**config.mk**
```make
export PLATFORM = sky130hd
export DESIGN_NAME = mem_arbiter
export DESIGN_NICKNAME = d
export VERILOG_FILES = /design/src/rtl/chip8_pkg.sv /design/src/rtl/font_rom.sv /design/src/rtl/mem_arbiter.sv
export SDC_FILE = /design/constraint.sdc
export NUM_CORES = 1
export LEC_CHECK = 0
export CAP_MARGIN = 20
export CORE_ASPECT_RATIO = 0.8
export CORE_MARGIN = 5
export CORE_UTILIZATION = 44
export CTS_BUF_LIST = sky130_fd_sc_hd__clkbuf_16
export CTS_CLUSTER_DIAMETER = 60
export DETAILED_ROUTE_END_ITERATION = 8
export PLACE_DENSITY = 0.91
export SLEW_MARGIN = 15
export SYNTH_ARGS = -nofsm -noshare
export SYNTH_HDL_FRONTEND = slang
export SYNTH_HIERARCHICAL = 1
export SYNTH_SLANG_ARGS = --single-unit
```
**constraint.sdc**
```tcl
create_clock -name clk_in -period 3.11 [get_ports clk_in]
set_input_delay 0.622 -clock clk_in [delete_from_list [all_inputs] [get_ports clk_in]]
set_output_delay 0.622 -clock clk_in [all_outputs]
set_load 0.01 [all_outputs]
```
**src/rtl/chip8_pkg.sv**
```systemverilog
// chip8_pkg: shared widths, arbiter states and the built-in CHIP-8 hex font
package chip8_pkg;
    localparam int ADDR_W     = 12;
    localparam int FONT_BYTES = 80;
    typedef enum logic [1:0] {ST_FONT, ST_LOAD, ST_RUN} state_t;
    localparam logic [7:0] FONT_DATA [FONT_BYTES] = '{
        8'hF0, 8'h90, 8'h90, 8'h90, 8'hF0,
        8'h20, 8'h60, 8'h20, 8'h20, 8'h70,
        8'hF0, 8'h10, 8'hF0, 8'h80, 8'hF0,
        8'hF0, 8'h10, 8'hF0, 8'h10, 8'hF0,
        8'h90, 8'h90, 8'hF0, 8'h10, 8'h10,
        8'hF0, 8'h80, 8'hF0, 8'h10, 8'hF0,
        8'hF0, 8'h80, 8'hF0, 8'h90, 8'hF0,
        8'hF0, 8'h10, 8'h20, 8'h40, 8'h40,
        8'hF0, 8'h90, 8'hF0, 8'h90, 8'hF0,
        8'hF0, 8'h90, 8'hF0, 8'h10, 8'hF0,
        8'hF0, 8'h90, 8'hF0, 8'h90, 8'h90,
        8'hE0, 8'h90, 8'hE0, 8'h90, 8'hE0,
        8'hF0, 8'h80, 8'h80, 8'h80, 8'hF0,
        8'hE0, 8'h90, 8'h90, 8'h90, 8'hE0,
        8'hF0, 8'h80, 8'hF0, 8'h80, 8'hF0,
        8'hF0, 8'h80, 8'hF0, 8'h80, 8'h80
    };
endpackage

```
**src/rtl/font_rom.sv**
```systemverilog
// font_rom: combinational glyph byte lookup, zero beyond the 80-byte font
module font_rom
    import chip8_pkg::*;
(
    input  logic [6:0] idx,
    output logic [7:0] data
);
    assign data = (idx < 7'(FONT_BYTES)) ? FONT_DATA[idx] : 8'h00;
endmodule

```
**src/rtl/mem_arbiter.sv**
```systemverilog
// mem_arbiter: boot sequencer (font copy, ROM load) then CPU/GPU round-robin on one memory port
module mem_arbiter
    import chip8_pkg::*;
#(
    parameter logic [ADDR_W-1:0] FONT_BASE = 12'h000,
    parameter logic [ADDR_W-1:0] PROG_BASE = 12'h200
) (
    input  logic              clk_in,
    input  logic              rst_in,
    input  logic              ld_req,
    input  logic [ADDR_W-1:0] ld_addr,
    input  logic [7:0]        ld_wdata,
    input  logic              ld_done,
    output logic              ld_gnt,
    input  logic              cpu_req,
    input  logic              cpu_we,
    input  logic [ADDR_W-1:0] cpu_addr,
    input  logic [7:0]        cpu_wdata,
    output logic              cpu_gnt,
    output logic              cpu_rvalid,
    output logic [7:0]        cpu_rdata,
    input  logic              gpu_req,
    input  logic [ADDR_W-1:0] gpu_addr,
    output logic              gpu_gnt,
    output logic              gpu_rvalid,
    output logic [7:0]        gpu_rdata,
    output logic              mem_en,
    output logic              mem_we,
    output logic [ADDR_W-1:0] mem_addr,
    output logic [7:0]        mem_wdata,
    input  logic [7:0]        mem_rdata,
    output logic              boot_done
);
    state_t     state_q, state_d;
    logic [6:0] cnt_q, cnt_d;
    logic       done_q, done_d;
    logic       ptr_q, ptr_d;
    logic       cpu_rv_q, cpu_rv_d;
    logic       gpu_rv_q, gpu_rv_d;
    logic [7:0] cpu_rdata_q, cpu_rdata_d;
    logic [7:0] gpu_rdata_q, gpu_rdata_d;
    logic       boot_done_q, boot_done_d;
    logic [7:0] glyph;

    font_rom u_font (.idx(cnt_q), .data(glyph));

    always_comb begin
        state_d   = state_q;
        cnt_d     = cnt_q;
        done_d    = done_q | ld_done;
        ptr_d     = ptr_q;
        ld_gnt    = 1'b0;
        cpu_gnt   = 1'b0;
        gpu_gnt   = 1'b0;
        mem_en    = 1'b0;
        mem_we    = 1'b0;
        mem_addr  = '0;
        mem_wdata = '0;
        cpu_rv_d  = 1'b0;
        gpu_rv_d  = 1'b0;
        if (!rst_in) begin
            case (state_q)
                ST_FONT: begin
                    mem_en    = 1'b1;
                    mem_we    = 1'b1;
                    mem_addr  = FONT_BASE + ADDR_W'(cnt_q);
                    mem_wdata = glyph;
                    cnt_d     = cnt_q + 7'd1;
                    if (cnt_q == 7'(FONT_BYTES - 1)) begin
                        cnt_d   = '0;
                        state_d = done_d ? ST_RUN : ST_LOAD;
                    end
                end
                ST_LOAD: begin
                    ld_gnt    = ld_req;
                    mem_en    = ld_req;
                    mem_we    = ld_req;
                    mem_addr  = ld_addr;
                    mem_wdata = ld_wdata;
                    state_d   = done_d ? ST_RUN : ST_LOAD;
                end
                ST_RUN: begin
                    // ptr_q = 1 means GPU was granted last, so CPU wins a tie
                    cpu_gnt   = cpu_req & (~gpu_req | ptr_q);
                    gpu_gnt   = gpu_req & ~cpu_gnt;
                    ptr_d     = cpu_gnt ? 1'b0 : (gpu_gnt ? 1'b1 : ptr_q);
                    mem_en    = gpu_gnt | (cpu_gnt & ~(cpu_we & (cpu_addr < PROG_BASE)));
                    mem_we    = mem_en & cpu_gnt & cpu_we;
                    mem_addr  = cpu_gnt ? cpu_addr : gpu_addr;
                    mem_wdata = cpu_gnt ? cpu_wdata : '0;
                    cpu_rv_d  = cpu_gnt & ~cpu_we;
                    gpu_rv_d  = gpu_gnt;
                end
                default: state_d = ST_FONT;
            endcase
        end
        boot_done_d = (state_d == ST_RUN);
    end

    assign cpu_rvalid  = cpu_rv_q & ~rst_in;
    assign gpu_rvalid  = gpu_rv_q & ~rst_in;
    assign cpu_rdata   = cpu_rvalid ? mem_rdata : cpu_rdata_q;
    assign gpu_rdata   = gpu_rvalid ? mem_rdata : gpu_rdata_q;
    assign cpu_rdata_d = cpu_rdata;
    assign gpu_rdata_d = gpu_rdata;
    assign boot_done   = boot_done_q;

    always_ff @(posedge clk_in) begin
        if (rst_in) begin
            state_q     <= ST_FONT;
            cnt_q       <= '0;
            done_q      <= 1'b0;
            ptr_q       <= 1'b1;
            cpu_rv_q    <= 1'b0;
            gpu_rv_q    <= 1'b0;
            cpu_rdata_q <= '0;
            gpu_rdata_q <= '0;
            boot_done_q <= 1'b0;
        end else begin
            state_q     <= state_d;
            cnt_q       <= cnt_d;
            done_q      <= done_d;
            ptr_q       <= ptr_d;
            cpu_rv_q    <= cpu_rv_d;
            gpu_rv_q    <= gpu_rv_d;
            cpu_rdata_q <= cpu_rdata_d;
            gpu_rdata_q <= gpu_rdata_d;
            boot_done_q <= boot_done_d;
        end
    end
endmodule

```
---- After elaboration in Yosys (flattened, before gate mapping) ----
Memories as Yosys holds them, arrays and structs flattened.
Cells that the tools add are included.
storage, ports and cells
  flip-flop bits (word level) ............. 30
  input bits .............................. 67
  bits in read-only memories .............. 1,024
  memories kept ........................... 1
  output and inout bits ................... 44
  word-level logic and storage cells ...... 69
cells by class
  add/sub/neg operators ................... 1
  multiplexer cells ....................... 28
  equality and inequality tests ........... 4
  $lt $le $gt $ge ......................... 3
  reductions and logical operators ........ 4
  bitwise logic cells ..................... 19
memories
  name              words  width  read ports  clocked after Yosys merged registers in  wr ports  RTL line       source
  (name not given)  128    8      1           0                                        0         font_rom.sv:8  assign data = (idx < 7'(FONT_BYTES)) ? FONT_DATA[idx] : 8'h00;
operators with widths
  kind                                                                     number
  8-bit two-way mux                                                        7
  12-bit case mux with 3 select lines                                      1
  12-bit two-way mux                                                       2
  8-bit case mux with 3 select lines                                       1
  12-bit by 10-bit < comparator with 1-bit output (second input constant)  1
  1-bit two-way mux                                                        10
  1-bit bitwise AND                                                        9
  8-bit greater-or-equal comparator (second input constant)                1
  7-bit inverter with 8-bit output                                         1
  7-bit by 1-bit adder with 7-bit output (second input constant)           1
  7-bit equality test (second input constant)                              1
  7-bit < comparator (second input constant)                               1
  7-bit two-way mux                                                        1
  2-bit two-way mux                                                        3
  1-bit inverter                                                           6
  1-bit case mux with 3 select lines                                       2
  2-bit case mux with 3 select lines                                       1
  2-bit equality test (second input constant)                              2
  1-bit OR                                                                 3
  2-bit by 1-bit equality test with 1-bit output (second input constant)   1
  2-bit logical NOT                                                        1
  2-bit AND reduction                                                      1
  2-bit nonzero test                                                       1
  2-bit OR reduction                                                       1

---- Depth between registers and ports, before layout ----
  depth after elaboration ................. 10
  mapped depth ............................ 10
  gate-level depth less buffers ........... 10

---- Modules after synthesis ----
The synthesis kept the hierarchy.
modules (own cells, without submodules)
  module       seq. area each (um2)  area each (um2)  instances  cells each
  mem_arbiter  600.6                 2,134.5          1          259
  font_rom     0.0                   640.6            1          96

---- Worst setup path after synthesis ----
Ideal clock, no wire load.
  path type ............................... register -> output
  start ................................... register cnt_q[0]
  end ..................................... output port mem_wdata[6]
  buffers on the path ..................... 0
  arrival time ............................ 2.375 ns
  stages on the path, launching flop included .. 10
  path slack .............................. 0.113 ns
  data required time ...................... 2.488 ns
  cell sequence ........................... dfxtp_1 inv_1 ha_1 inv_1 mux4_2 o31ai_1 o31a_1 mux2i_1 or2_2 a21oi_1
between the ends
  cells in the longest elaborated chain, start to end .. 7
  elaborated cells on any way between the ends .. 8
  classes of those cells .................. 1 x order compare; 5 x mux; 1 x bitwise; 1 x memory
RTL lines
  what                                                    RTL line            source
  from (decl)                                             mem_arbiter.sv:35   logic [6:0] cnt_q, cnt_d;
  from (signal assigned)                                  mem_arbiter.sv:121  cnt_q <= cnt_d;
  7-bit inverter with 8-bit output (implied by the code)  font_rom.sv:8
  memory read 128 x 8 bit                                 --
  8-bit two-way mux (implied by the code) (2 in series)   font_rom.sv:8
  8-bit two-way mux *                                     font_rom.sv:8
  net glyph[6]                                            mem_arbiter.sv:43   logic [7:0] glyph;
  8-bit case mux with 3 select lines *                    mem_arbiter.sv:62   case (state_q)
  8-bit two-way mux *                                     mem_arbiter.sv:61   if (!rst_in) begin
  to (decl)                                               mem_arbiter.sv:30   output logic [7:0] mem_wdata,
Mark *: on every way through the listed nets, which the timed path passes. The rest lies on a longest branch. The select of a mux whose other input is x is not followed.

---- Worst setup path after layout ----
  start ................................... register cnt_q[1]
  end ..................................... output port mem_wdata[5]
Same word-level chain as after synthesis.

==> results by group <==
Run status
  • Status: finished, final reports clean

Global route
  • Initial antenna violation count: 0
  • Total global-route track usage: 27.0%
  • First-pass GRT wire length: 17300 um
  • Overflow after GRT: 0
  • Vias in the first global route: 3369
  • Largest net degree at the start of global routing: 24

Logic synthesis
  • Post-Syn Area: roughly 2800 um2
  • Post-synth top cells: mux2i_1 (32), dfxtp_1 (30), nor2_1 (28)
  • Ys async rst share: 0%
  • Cells after synthesis: approximately 360
  • Area share of fa/ha/maj cells after synthesis: about 4%
  • Post-synth EDFFs: 0
  • Syn Area/Cell: around 7.8 um2
  • Post-synthesis simple-gate area fraction: around a quarter
  • Portion of netlist area occupied by mux cells: ~20%
  • Synth warnings: 6
  • Top-count cell post-synth: mux2i_1
  • Dominant combinational cell family by area after synthesis: simple AND/OR/NAND/NOR gates
  • Seq/Total Area, Yosys: a little over a fifth
  • Post-synth top area cell: dfxtp_1
  • Synth Area in Compound Gates: between 20% and 30%
  • Top cells by area, synth: dfxtp_1 (22%), mux2i_1 (12%), mux2_2 (6.5%)
  • Synth cell types: between 50 and 60
  • Yosys top cell area share: 21.6%
  • Xor/xnor share of the synthesized area: less than 1%
  • Ys flop type: dfxtp_1
  • Yosys reg bits: 30

Layout
  • Area delta synth->final: 61.5%
  • Share of cells above drive strength 1: between 20 and 30%
  • Layout net count: between 500 and 600
  • Cell area after layout: around 4500 um2
  • Antenna diodes: 0
  • Final core utilization: between 70% and 80%

STA
  • # setup viols final: 0
  • Slew Limit Fails: 0
  • Worst-Margin Slew: roughly 520 ps
  • Setup TNS: 0 ps
  • RSZ-0062 raised after global routing: yes
  • Fin crit period: roughly 3100 ps
  • Final WS setup: 2.27 ps
  • Peak clock frequency supported by timing: 0.322 GHz
  • Slew headroom: between 60% and 70%
  • Setup Skew: 6.31 ps
  • Count of final hold-check violations: 0
  • Final Cycle Share: 99.9%

Drt
  • Mean routed wirelength per cell: around 20 um
  • Iter 0 DRT Violations: between 400 and 500
  • Via density: ~6
  • Drc violations: 0
  • Detailed-route wire length: approximately 11000 um
  • Vias post-DR: about 3.5k
  • Drt first pass iters: 5
  • ANT nets after route: 0

CTS
  • CTS tree: built
  • Inserted Clock Buffers: 5
  • Clk buf depth: 2
  • Setup bufs post-CTS: 0
  • Number of hold buffers added after CTS: 0
  • Clk pin slew, worst setup/hold paths: 50 ps
  • H-tree level count: 2
  • Clock sinks: 30
  • Clock Latency Late Sink: about 280 ps
  • Root Driver: clkbuf_16

Critical path
  • Critical path required time: 2490 ps
  • Critical Path End Type: output port
  • Setup Crit Path Kind: flip-flop to output port
  • Crit path launch type: flip-flop
  • Critical Path AT: 2490 ps
  • Biggest cell delay along the critical path: 490 ps
  • CP max-delay cell: mux4_2
  • Critical-path cell list: inv_4 > ha_4 > inv_2 > mux4_2 > o21ai_1 > o311ai_1 > nand2_1 > mux2i_1 > or2_2 > a21oi_2 > buf_2
  • Worst Path Max Fanout: 4

Die
  • Die Area: roughly 8000 um2
  • Die Width: roughly 100 um
  • Die H: 81.0 um
  • Initial core utilization: a little under half
  • Core box area: around 6000 um2
  • Rows: 25
  • Top Ports: roughly 110

Place
  • Post-DP Area: ~4200 um2
  • Worst slack, placed: -232 ps
  • Dpl hpwl: between 8000 and 9000 um
  • # port buffers: 110
  • Placer congestion estimate: ~1.0

Power
  • Net Sw Frac: between 20 and 30%
  • Combinational fraction of design power: around 26%
  • Clock power share: a little over two fifths
  • Sequential power share: roughly 31%
  • Pwr per Cell Area: around 280 nW/um2
  • Total chip power: 1.27 mW
  • VDD IR max: around 0.37 mV
  • Power Internal: between 0.9 and 1 mW
  • Reported net switching power: 0.320 mW
  • P_leak: roughly 1.7 nW

Hold path
  • Worst hold-check path type: flip-flop to flip-flop

Flow run
  • Max Cap Viol: 0
==> worst max-delay path: cells and delay by family, from the launching register on <==
family / cells / cell delay (ps)
muxes: 2 / 550
AOI/OAI and AO/OA: 3 / 400
and+or+nand+nor: 2 / 390
DFF: 1 / 350
adders and majority gates: 1 / 280
buffers and inverters: 3 / 240
==> flip-flops by register name, indices dropped and copies added, names as in the netlist <==
register,flops
gpu_rdata_q,8
cpu_rdata_q,8
boot_done,1
cnt_q,7
done_q,1
state_q,2
ptr_q,1
gpu_rv_q,1
cpu_rv_q,1
==> final cells by class <==
class | count | area [um2]
Clock buffer | 5 | 125
Tap cell | 81 | 101
Clock inverter | 3 | 37.5
Inverter | 12 | 47.5
Fill cell | 425 | 1520
Multi-Input combinational cell | 280 | 2050
Timing Repair Buffer | 168 | 1520
Sequential cell | 30 | 602
==> stage by stage <==
stage / hold slack, ps / instances
after floorplan: 439 / 358
after global placement: 469 / 571
after detailed placement: 481 / 571
after CTS: 493 / 579
after global routing: 523 / 579
final: 501 / 579
==> power by group through the flow <==
stage                     registers, mW  clock network [mW]  logic (mW)
after global routing              0.395               0.569       0.345
after floorplan                   0.404                   0       0.120
after detailed placement          0.401                   0       0.297
after CTS                         0.394               0.542       0.300
after global placement            0.401                   0       0.294
final                             0.395               0.546       0.325
==> placed cells by master, fill, tap and decap left out, types with 7 or more instances in the layout <==
cell	Yosys	final
clkdlybuf4s50_1	0	104
buf_4	5	58
mux2i_1	32	32
dfxtp_1	30	29
nor2_1	28	28
nand2_1	22	22
nand4_1	22	22
a21oi_1	22	19
a31oi_1	16	16
mux2_2	16	16
or2_2	16	15
o211ai_1	13	13
inv_1	10	9
nor2b_1	10	8
o21ai_0	10	8
nand3_1	7	7
==> worst paths after layout <==
path	start	slack (ps)	endpoint	cells past startpoint
setup reg to reg	cnt_q[4]	1200	boot_done	5
hold / removal	gpu_rdata_q[7]	500	gpu_rdata_q[7]	2
hold reg to reg	gpu_rdata_q[7]	500	gpu_rdata_q[7]	2
setup / recovery	cnt_q[1]	2	mem_wdata[5]	11
==> logic make-up after synthesis <==
group | count (synthesis)
AOI/OAI and AO/OA | 89
xor gates and xnor gates | 2
adders and majority gates | 9
buffers and inverters | 48
DFF | 30
muxes | 50
other | 1
and+or+nand+nor | 126
==> metal layers <==
| metal | up-vias | routed length [um] | share of wire, % | global-route usage [%] |
|---|---|---|---|---|
| met1 | 1635 | 4820 | 42 | 34.8 |
| met4 | 0 | 248 | 2.2 | 10.2 |
| met3 | 28 | 1150 | 10 | 7.47 |
| met2 | 228 | 5270 | 46 | 43.2 |
| li1 | 1582 | - | - | - |
| met5 | - | 0 | 0 | 0 |
==> what timing repair did <==
| action | CTS | global route |
|---|---|---|
| resized for setup | 20 | 26 |
| setup endpoints to repair | 4 | 11 |
| pin swaps | 0 | 7 |
(Power assumes the default switching activity.)
==> edit 1, RTL diff (config.mk and constraints unchanged) <==
Make the reset (`rst_in`) asynchronous in one clocked block.
--- a/src/rtl/mem_arbiter.sv
+++ b/src/rtl/mem_arbiter.sv
@@ -106,5 +106,5 @@
     assign boot_done   = boot_done_q;
 
-    always_ff @(posedge clk_in) begin
+    always_ff @(posedge clk_in or posedge rst_in) begin
         if (rst_in) begin
             state_q     <= ST_FONT;
Behaviour: same outputs for any inputs over 10 cycles, from zero or initial values and one cycle with rst_in high; that may be too few to reach the edited logic, so the function may still have changed.
==> edit 1 against the unedited design <==
  * The flow now finishes with violations (setup timing)
  * Setup slack worse by 0.0058 ns
  * Utilization down 4.0 points
  * Routed wire length down 23%
  * Non-clock buffer count down 22
  * Final area down 8.4%
  * First-iteration DRC count down 46%
  * Sequential cell count unchanged
  * Worst hold slack worse by 0.022 ns
  * Global-route usage down 3.6 points
  * Area after synthesis down 6.9%
  * Critical path type unchanged
  * Largest cell class unchanged
Power is not compared: it rests on default switching activity, and its combinational part moved more than twofold at a synthesized area within 25%.
==> edit 1: results (changes against the unedited design) <==
- Status: finished with violations
- Failing checks: setup timing
- Seq/Total Area, Yosys: 29.1% (+7.5 points)
- Nets: 516 (-9.9%)
- Max stage delay cell, worst path: or4_1
- Synth cell count leaders: 39 x nor2_1, 29 x dfrtp_1, 24 x a31oi_1
- Final WL: 8.89 mm (-23%)
- VDD IR max: 0.396 mV
- Fillers: 447 (+5.2%)
- Unique masters post-synth: 55 (+7.8%)
- Main synth FF type: dfrtp_1
- Critical path peak fanout: 5 (+1)
- Largest net degree at the start of global routing: 32 (+33%)
- CTS Sinks: 30 (unchanged)
- Switching pwr: 0.00144 W
- Worst hold path class: flip-flop to flip-flop
- Final setup TNS: -0.00357 ns (-0.00357 ns)
- Footprint of the multi-input gates: 1670 um2 (-18%)
- 1st-iter DRT viols: 233 (-46%)
- Non-CTS buffers: 146 (-13%)
- Clk cell area share: 3.35% (-0.28 points)
- Detailed Place HPWL: 6.60 mm (-22%)
- Fraction of area in registers: 18.3% (+4.9 points)
- Pre-antenna DRT Iters: 4 (-1)
- Multi-input gates: 243 (-13%)
- CP top delay family: simple AND/OR/NAND/NOR gates
- Ratio of cells with drive above 1 in the final layout: 20.2% (-4.9 points)
- Fin Clk Skew: 0.00762 ns (+0.00131 ns)
- Vias per inst: 5.55 (-7.5%)
- Buffer share of cell area: 33.8% (-0.097 points)
- Global Route Usage Sum: 23.4% (-3.6 points)
- CP max stage delay: 0.43 ns (-0.06 ns)
- Final setup viols: 1 (+1)
- Inverters: 14 (+2)
- Cts repair resizes: 9 (-55%)
- Synth Warn #: 6 (unchanged)
- Ant diodes: 0 (unchanged)
- Routability congestion estimate: 0.943 (-6.7%)
- Combinational power share: 67.9%
- Worst setup margin: -0.00357 ns (-0.00584 ns)
- Post-synth ARST share: 100% (+100 points)
- First-pass GRT wire length: 13.8 mm (-20%)
- Synth area leaders: dfrtp_1 28%, mux2_2 7.8%, mux2i_1 6.2%, a31oi_1 5.8%, nor2_1 5.7%
-- edit 1: layer usage --
layer  up-vias  GRT usage [%]  part of all wire (%)
met5         -              0                     0
met2       159           38.3                    48
li1       1368              -                     -
met1      1348           29.7                    40
met3        22           7.47                    11
met4         0           6.25                   1.7
-- edit 1: metrics by stage --
stage | std cells | total power (W) | hold WS (ns) | area [um2] | setup WS [ns]
2_1_floorplan | 314 | 0.00194 | 0.436 | 2590 | 0.233
3_3_place_gp | 510 | 0.00275 | 0.452 | 3870 | -0.00825
3_5_place_dp | 510 | 0.00281 | 0.465 | 3870 | -0.103
4_1_cts | 518 | 0.00326 | 0.482 | 4020 | -0.186
5_1_grt | 522 | 0.00361 | 0.493 | 4110 | -0.126
6_report | 522 | 0.00338 | 0.479 | 4110 | -0.00357
-- edit 1: final timing paths --
path,slack (ns),from,to,cells past startpoint
max,-0.004,cnt_q[0]$_DFFE_PP0P_,mem_wdata[6],12
min in group asynchronous,0.63,rst_in,boot_done$_DFF_PP0_,2
min reg2reg,0.48,done_q$_DFF_PP0_,done_q$_DFF_PP0_,1
max in group asynchronous,1.92,rst_in,cpu_rdata_q[0]$_DFF_PP0_,4
min,0.48,done_q$_DFF_PP0_,done_q$_DFF_PP0_,1
max reg2reg,1.30,cnt_q[2]$_DFFE_PP0P_,cnt_q[0]$_DFFE_PP0P_,6
-- edit 1: kinds of logic (layout without fill, tap and decap cells) --
family	Yosys count	in the layout	share of synthesized area, %
flops	30	30	29.1
simple gates	114	114	21.5
mux	36	36	15.8
buf+inv	41	168	8.57
fa+ha+maj	9	9	4.36
compound gates	76	76	19.2
other cells	1	4	0.145
xor+xnor	4	4	1.36
==> edit 2, RTL diff (config.mk and constraints unchanged) <==
Without the edit above. The package constant `ADDR_W` goes from 12 to 11.
--- a/src/rtl/chip8_pkg.sv
+++ b/src/rtl/chip8_pkg.sv
@@ -1,5 +1,5 @@
 // chip8_pkg: shared widths, arbiter states and the built-in CHIP-8 hex font
 package chip8_pkg;
-    localparam int ADDR_W     = 12;
+    localparam int ADDR_W     = 11;
     localparam int FONT_BYTES = 80;
     typedef enum logic [1:0] {ST_FONT, ST_LOAD, ST_RUN} state_t;
Ports: changed (resized cpu_addr, gpu_addr, ld_addr and mem_addr); port bits go from 111 to 107. No check against the original RTL was run, so the function may have changed too.
==> edit 2 against the unedited design <==
  * Sequential share of layout area up 1.1 points
  * Sequential cell count unchanged
  * Setup slack gained 0.037 ns
  * Global-route usage is 4.4 points lower
  * Clock power is essentially flat
  * Clock skew decreased by 0.0020 ns
  * Die area shrank 4.0%
  * Final area fell by 7.4%
  * Routed wire length decreased by 21%
  * Power shrank 2.4%
  * Area after synthesis down 4.5%
  * Largest cell class unchanged
==> edit 2: results (changes against the unedited design) <==
- Fillers: 474 (+12%)
- Fin Clk Skew: 0.00435 ns (-0.00196 ns)
- Reg2reg start: cnt_q[2]$_SDFFE_PP0N_
- Met1 Wirelength: 3.62 mm (-25%)
- Critical path arrival: 2.45 ns (-0.04 ns)
- Antenna violations before repair: 0 (unchanged)
- CP max stage delay: 0.45 ns (-0.04 ns)
- Via count: 3,012 (-13%)
- Register area: 604 um2 (+0.42%)
- Multi-input gates: 268 (-4.3%)
- Ratio of cells with drive above 1 in the final layout: 20.9% (-4.2 points)
- Clock-pin slew on the worst setup and hold paths: 0.05 ns (about the same)
- Leakage: 1.59 nW (-6.2%)
- DR WL/cell: 17.0 um (-14%)
- Post-synthesis xor/xnor area fraction: 0.661% (+0.029 points)
- Worst reg2reg path depth: 6 (+1)
- #FFs+latches synth: 30 (unchanged)
- Unique masters post-synth: 63 (+24%)
- Non-CTS buffers: 136 (-19%)
- Synth area leaders: dfxtp_1 23%, mux2i_1 14%, nor2_1 8.9%, mux2_2 6.8%, ha_1 4.2%
- Hold_ws: 0.487 ns (-0.0136 ns)
- GR Util met2: 38.9% (-4.3 points)
- Number of global-route vias before repair: 3,088 (-8.3%)
- Met2 WL post-DR: 4.42 mm (-16%)
- Met3 routed WL: 799 um (-31%)
- Synth cell count leaders: 63 x nor2_1, 38 x mux2i_1, 30 x dfxtp_1
- P_comb: 0.000291 W (-10%)
- Max stage delay cell, worst path: mux4_2
- Crit. Startpoint: cnt_q[0]$_SDFFE_PP0N_
- Nets: 526 (-8.2%)
- Post-synthesis compound-gate area fraction: 18.9% (-2.6 points)
- Routing usage on met3: 6.64% (-0.83 points)
- Synth Area in Adders: 4.25% (+0.19 points)
- Worst Hold Path EP: done_q$_SDFF_PP0_
- Int Power: 0.000926 W (-2.0%)
- M1 GR Usage: 26.6% (-8.2 points)
- Clk pwr share: 44.4% (+1.3 points)
- Port buffer count: 106 (-3.6%)
- Post-CTS Setup Bufs: 0 (unchanged)
- Seq/Total Area, Yosys: 22.7% (+1.0 points)
- Fraction of area in multi-input gates: 46.8% (+1.1 points)
- First-pass GRT wire length: 14.3 mm (-17%)
- Worst min-delay path startpoint: done_q$_SDFF_PP0_
- Clk cell area share: 3.98% (+0.35 points)
- Routability congestion estimate: 0.981 (-2.9%)
- Status: completed
- 1st-iter DRT viols: 157 (-64%)
- Global Route Usage Sum: 22.6% (-4.4 points)
==> edit 2: repair_timing <==
action | CTS | global route
hold buffers | 0 | 0
pin swaps | 3 | 9
endpoints found under the setup margin | 7 | 33
gates resized for setup | 18 | 27
==> edit 2: metrics by stage <==
step,std cells,setup WS (ns),TNS (ns)
2_1_floorplan,334,0.254,0
3_3_place_gp,527,0.00689,0
3_5_place_dp,527,-0.0556,-0.119
4_1_cts,535,0.0105,0
5_1_grt,535,-0.0562,-0.0562
6_report,535,0.0395,0
==> edit 2: worst max-delay path by stage <==
stage | to | slack (ns) | depth (start not counted)
after floorplan | mem_wdata[6] | 0.25 | 11
after global placement | mem_wdata[6] | 0.007 | 12
after detailed placement | mem_wdata[6] | -0.06 | 12
after CTS | mem_wdata[6] | 0.01 | 13
after global routing | mem_wdata[6] | -0.06 | 12
final | mem_wdata[6] | 0.04 | 12
==> edit 2: worst min-delay path: stages, from the launching register on <==
cell	delay, ns
dfxtp_1	0.33
nor2_1	0.06
nor2_1	0.07
